`src/rtl/itrx_apbm_apb_fsm.sv`:
```
// APB3 master sequencer for the SPI-to-APB bridge: runs one APB transfer or a
// bus-reset pulse per request, with a bounded wait on pready.
module itrx_apbm_apb_fsm #(
  parameter int unsigned ADDR_BITS_N    = 3,
  parameter int unsigned DATA_BITS_M    = 8,
  parameter int unsigned RST_CYCLES     = 4,
  parameter int unsigned TIMEOUT_CYCLES = 16
) (
  input  logic                   pclk,
  input  logic                   rst,
  input  logic                   trans_start,
  input  logic                   assert_preset,
  input  logic [ADDR_BITS_N-1:0] paddr_in,
  input  logic [DATA_BITS_M-1:0] pwdata_in,
  input  logic                   pwrite_in,
  input  logic                   pready,
  input  logic [DATA_BITS_M-1:0] prdata,
  input  logic                   pslverr,
  output logic                   psel,
  output logic                   penable,
  output logic                   pwrite,
  output logic [ADDR_BITS_N-1:0] paddr,
  output logic [DATA_BITS_M-1:0] pwdata,
  output logic                   presetn,
  output logic                   trans_done,
  output logic [DATA_BITS_M-1:0] rdata,
  output logic                   err_slv,
  output logic                   err_timeout
);

  localparam int unsigned        CNT_W    = 8;
  localparam logic [CNT_W-1:0]   RST_LOAD = CNT_W'(RST_CYCLES);
  localparam logic [CNT_W-1:0]   TO_LOAD  = CNT_W'(TIMEOUT_CYCLES);
  localparam logic [CNT_W-1:0]   CNT_ONE  = CNT_W'(1);
  localparam bit                 TO_EN    = (TIMEOUT_CYCLES != 0);

  typedef enum logic [2:0] {
    S_IDLE   = 3'd0,
    S_SETUP  = 3'd1,
    S_ACCESS = 3'd2,
    S_BUSRST = 3'd3,
    S_DONE   = 3'd4
  } state_e;

  state_e                 state_q, state_d;
  logic                   sync1_q;
  logic                   req_s_q;
  logic                   psel_q, psel_d;
  logic                   penable_q, penable_d;
  logic                   pwrite_q, pwrite_d;
  logic [ADDR_BITS_N-1:0] paddr_q, paddr_d;
  logic [DATA_BITS_M-1:0] pwdata_q, pwdata_d;
  logic                   presetn_q, presetn_d;
  logic                   trans_done_q, trans_done_d;
  logic [DATA_BITS_M-1:0] rdata_q, rdata_d;
  logic                   err_slv_q, err_slv_d;
  logic                   err_timeout_q, err_timeout_d;
  logic [CNT_W-1:0]       cnt_q, cnt_d;

  // Next-state and next-output decode; every register holds unless a state acts on it.
  always_comb begin
    state_d       = state_q;
    psel_d        = psel_q;
    penable_d     = penable_q;
    pwrite_d      = pwrite_q;
    paddr_d       = paddr_q;
    pwdata_d      = pwdata_q;
    presetn_d     = 1'b1;
    trans_done_d  = trans_done_q;
    rdata_d       = rdata_q;
    err_slv_d     = err_slv_q;
    err_timeout_d = err_timeout_q;
    cnt_d         = cnt_q;

    case (state_q)
      S_IDLE: begin
        psel_d       = 1'b0;
        penable_d    = 1'b0;
        trans_done_d = 1'b1;
        if (req_s_q) begin
          paddr_d       = paddr_in;
          pwdata_d      = pwdata_in;
          pwrite_d      = pwrite_in;
          err_slv_d     = 1'b0;
          err_timeout_d = 1'b0;
          trans_done_d  = 1'b0;
          if (assert_preset) begin
            state_d   = S_BUSRST;
            presetn_d = 1'b0;
            cnt_d     = RST_LOAD;
          end else begin
            state_d = S_SETUP;
            psel_d  = 1'b1;
          end
        end
      end

      S_SETUP: begin
        state_d   = S_ACCESS;
        psel_d    = 1'b1;
        penable_d = 1'b1;
        cnt_d     = TO_LOAD;
      end

      S_ACCESS: begin
        // pready is checked first so it wins over a timeout in the same cycle
        if (pready) begin
          if (!pwrite_q) begin
            rdata_d = prdata;
          end
          err_slv_d    = pslverr;
          psel_d       = 1'b0;
          penable_d    = 1'b0;
          trans_done_d = 1'b1;
          state_d      = S_DONE;
        end else if (TO_EN) begin
          if (cnt_q <= CNT_ONE) begin
            err_timeout_d = 1'b1;
            if (!pwrite_q) begin
              rdata_d = '1;
            end
            psel_d       = 1'b0;
            penable_d    = 1'b0;
            trans_done_d = 1'b1;
            state_d      = S_DONE;
          end else begin
            cnt_d = cnt_q - CNT_ONE;
          end
        end
      end

      S_BUSRST: begin
        psel_d    = 1'b0;
        penable_d = 1'b0;
        if (cnt_q <= CNT_ONE) begin
          trans_done_d = 1'b1;
          state_d      = S_DONE;
        end else begin
          presetn_d = 1'b0;
          cnt_d     = cnt_q - CNT_ONE;
        end
      end

      S_DONE: begin
        psel_d       = 1'b0;
        penable_d    = 1'b0;
        trans_done_d = 1'b1;
        if (!req_s_q) begin
          state_d = S_IDLE;
        end
      end

      default: begin
        state_d      = S_IDLE;
        psel_d       = 1'b0;
        penable_d    = 1'b0;
        trans_done_d = 1'b1;
      end
    endcase
  end

  // All state, including the request synchronizer, in one clocked block.
  always_ff @(posedge pclk) begin
    if (rst) begin
      state_q       <= S_IDLE;
      sync1_q       <= 1'b0;
      req_s_q       <= 1'b0;
      psel_q        <= 1'b0;
      penable_q     <= 1'b0;
      pwrite_q      <= 1'b0;
      paddr_q       <= '0;
      pwdata_q      <= '0;
      presetn_q     <= 1'b0;
      trans_done_q  <= 1'b1;
      rdata_q       <= '0;
      err_slv_q     <= 1'b0;
      err_timeout_q <= 1'b0;
      cnt_q         <= '0;
    end else begin
      state_q       <= state_d;
      sync1_q       <= trans_start;
      req_s_q       <= sync1_q;
      psel_q        <= psel_d;
      penable_q     <= penable_d;
      pwrite_q      <= pwrite_d;
      paddr_q       <= paddr_d;
      pwdata_q      <= pwdata_d;
      presetn_q     <= presetn_d;
      trans_done_q  <= trans_done_d;
      rdata_q       <= rdata_d;
      err_slv_q     <= err_slv_d;
      err_timeout_q <= err_timeout_d;
      cnt_q         <= cnt_d;
    end
  end

  assign psel        = psel_q;
  assign penable     = penable_q;
  assign pwrite      = pwrite_q;
  assign paddr       = paddr_q;
  assign pwdata      = pwdata_q;
  assign presetn     = presetn_q;
  assign trans_done  = trans_done_q;
  assign rdata       = rdata_q;
  assign err_slv     = err_slv_q;
  assign err_timeout = err_timeout_q;

endmodule

```
`config.mk`:
```
export PLATFORM = sky130hd
export DESIGN_NAME = itrx_apbm_apb_fsm
export DESIGN_NICKNAME = d
export VERILOG_FILES = /design/src/rtl/itrx_apbm_apb_fsm.sv
export SDC_FILE = /design/constraint.sdc
export NUM_CORES = 1
export LEC_CHECK = 0
export CAP_MARGIN = 20
export CORE_ASPECT_RATIO = 0.7
export CORE_MARGIN = 2
export CORE_UTILIZATION = 45
export CTS_BUF_LIST = sky130_fd_sc_hd__clkbuf_8
export DETAILED_ROUTE_END_ITERATION = 10
export GPL_TIMING_DRIVEN = 0
export HOLD_SLACK_MARGIN = 0.02
export PLACE_DENSITY = 0.77
export REMOVE_ABC_BUFFERS = 1
export SLEW_MARGIN = 20
export SYNTH_ARGS = -nofsm -noshare
export SYNTH_HDL_FRONTEND = slang
export SYNTH_SLANG_ARGS = --single-unit
```
`constraint.sdc`:
```
create_clock -name pclk -period 2.5 [get_ports pclk]
set_input_delay 0.5 -clock pclk [delete_from_list [all_inputs] [get_ports pclk]]
set_output_delay 0.5 -clock pclk [all_outputs]
set_load 0.005 [all_outputs]
```
==> flow_metrics.tcl <==
set metrics [dict create \
    cts_resized 0 \
    pwr_density_cell_nw_per_um2 570 \
    path_class "primary input to flop" \
    yosysWarningCount 0 \
    postSynth.asyncResetShare 0 \
    fill_cells 319 \
    dr.pass1.iters 4 \
    hold_buffers 0 \
    post-route-drc-count 0 \
    crit_fanout 15 \
    finalCriticalPeriod_ns 2.20 \
    cp.arrival_ns 2.40 \
    rsz0062_at_grt "false" \
    synth-edff-count 0 \
    cts_setup_buffers 0 \
    coreArea_um2 3630 \
    endpoint_kind "flop" \
    whs_ns 0.453 \
    antenna_cells 0 \
    die_area_um2 4400 \
    die_y_um 56.1 \
    drive_gt1_frac 0.0551 \
    die_x_um 78.4 \
    cts_tree "yes" \
    dp_hpwl_mm 2.83 \
    cts_buffer_depth 2 \
    clock-root-buffer "clkbuf_8" \
    setup_tns_ns 0 \
    grt_max_degree 37 \
    slew_viol_final 0 \
    clkSinkCount 39 \
    synth_top_area_cell "dfxtp_1" \
    cts_made_buffers 5 \
    vias_per_cell 5.39 \
    drt_wl_total_mm 4.02 \
    ir_drop_mv 0.312 \
    portBuffers 51 \
    clk_pin_slew_worst_paths_ns 0.07 \
    pre_cts_slack_ns -0.153 \
    fin_ws_ns 0.303 \
    setup_viol 0 \
    globalRoute.totalOverflow 0 \
    nets 281 \
    post_dp_cell_area_um2 2240 \
    synth-main-ff-cell "dfxtp_1" \
    synth_area_um2 1740 \
    yosysMostFrequentCell "dfxtp_1" \
    maxCapViolations 0 \
    antenna_found_initial 0 \
    synth_cell_types 42 \
    min_path_type "flop to flop" \
    synth_seq_area_share 0.448 \
    clock_latency_ns 0.28 \
    stdcell_count 304 \
    cts_max_level 2 \
    grt_pass1_wl_mm 6.62 \
    multi_input_area_um2 847 \
    synthTopCellsByArea "dfxtp_1, a21oi_1, nand2_1" \
    post_drt_wl_per_cell_um 13.2 \
    drtIter0Drc 120 \
    max_freq_mhz 455 \
    cp_data_required_time_ns 2.70 \
    fp-row-count 18 \
    maxSlewHeadroom 0.571 \
    leakage_nw 0.831 \
    start_util 0.481 \
    synth_cells 210 \
    skew_ns 0.00949 \
    grt_pass1_vias 1407 \
    regArea_um2 781 \
    hold_viol_final 0 \
    synth_area_per_cell_um2 8.31 \
    cp-start-kind "primary input" \
    globalplace.congestion 0.861 \
    status "finished clean" \
    track_usage 0.190 \
    yosys-top-cells-count "dfxtp_1, a21oi_1, nand2_1, inv_1" \
    dp_cells 296 \
    synth_top_area_frac 0.448 \
    ys_seq_elements 39 \
    syn2layout_area_growth_pct 33.4 \
    ant_nets 0 \
    io_pins 52 \
    worst-slew-pin-transition_ns 0.643 \
    via_count 1638 \
    fin_crit_sh 0.879 \
    final_area_um2 2330 \
]
## path summary, 6_finish.rpt
path | startpoint | endpoint | slack (ns) | depth (start not counted)
setup / recovery | pready | cnt_q[1] | 0.30 | 5
hold / removal | pwdata[2] | pwdata[2] | 0.45 | 2
setup reg to reg | cnt_q[0] | cnt_q[1] | 0.51 | 6
hold reg to reg | pwdata[2] | pwdata[2] | 0.45 | 2
## cell families after synthesis
kind of cell,Yosys count,share of synthesized area
and+or+nand+nor,76,0.229
AOI/OAI and AO/OA,65,0.237
DFF,39,0.448
buffers and inverters,28,0.0717
adders and majority gates,2,0.0143
## cell type report
cell class,instances,area share
flip-flops and latches,39,0.336
clock buffers,5,0.0296
clock inverters,3,0.00538
inverters,13,0.0210
well taps,50,0.0269
repair buffers,51,0.217
multi-input cells,143,0.364
## sequential cells by signal, indices dropped and copies added, names as in the netlist, 3 cells and up
signal	cells
cnt_q	8
pwdata	8
rdata	8
paddr	3
state_q	3
## worst max-delay path: stages
cell and delay [ns]:
clkdlybuf4s50_1 0.67, nor2b_1 0.35, o31ai_4 0.16, or4_1 0.55, a21oi_1 0.15
## metrics by stage
stage          utilization  power, mW
3_3_place_gp         0.618      0.948
5_1_grt              0.641       1.40
2_1_floorplan            -      0.824
4_1_cts              0.639       1.34
3_5_place_dp         0.617      0.949
6_report             0.641       1.33
## power by group
| part | total (mW) | switching, mW | internal [mW] |
|---|---|---|---|
| sequential | 0.683 | 0.0293 | 0.654 |
| clock | 0.387 | 0.199 | 0.187 |
| combinational | 0.256 | 0.128 | 0.129 |
| total | 1.33 | 0.357 | 0.970 |
## layout by cell type, fill, tap and decap left out, types with 4 or more instances in the layout
cell              n
a21oi_1          35
a311oi_1          8
clkbuf_8          5
clkdlybuf4s50_1  50
dfxtp_1          39
inv_1            15
nand2_1          33
nand3_1           6
nor2_1            7
nor3_1            4
o21ai_0           5
or4_1             5
## metal layers
metal | routed length (µm) | global-route usage | share of wire | vias up
li1 | - | - | - | 829
met1 | 2060 | 0.281 | 0.51 | 752
met2 | 1710 | 0.257 | 0.43 | 55
met3 | 218 | 0.0552 | 0.054 | 2
met4 | 34 | 0.0677 | 0.0085 | 0
met5 | 0 | 0 | 0 | -
No activity file was read; power rests on OpenSTA's default activity.
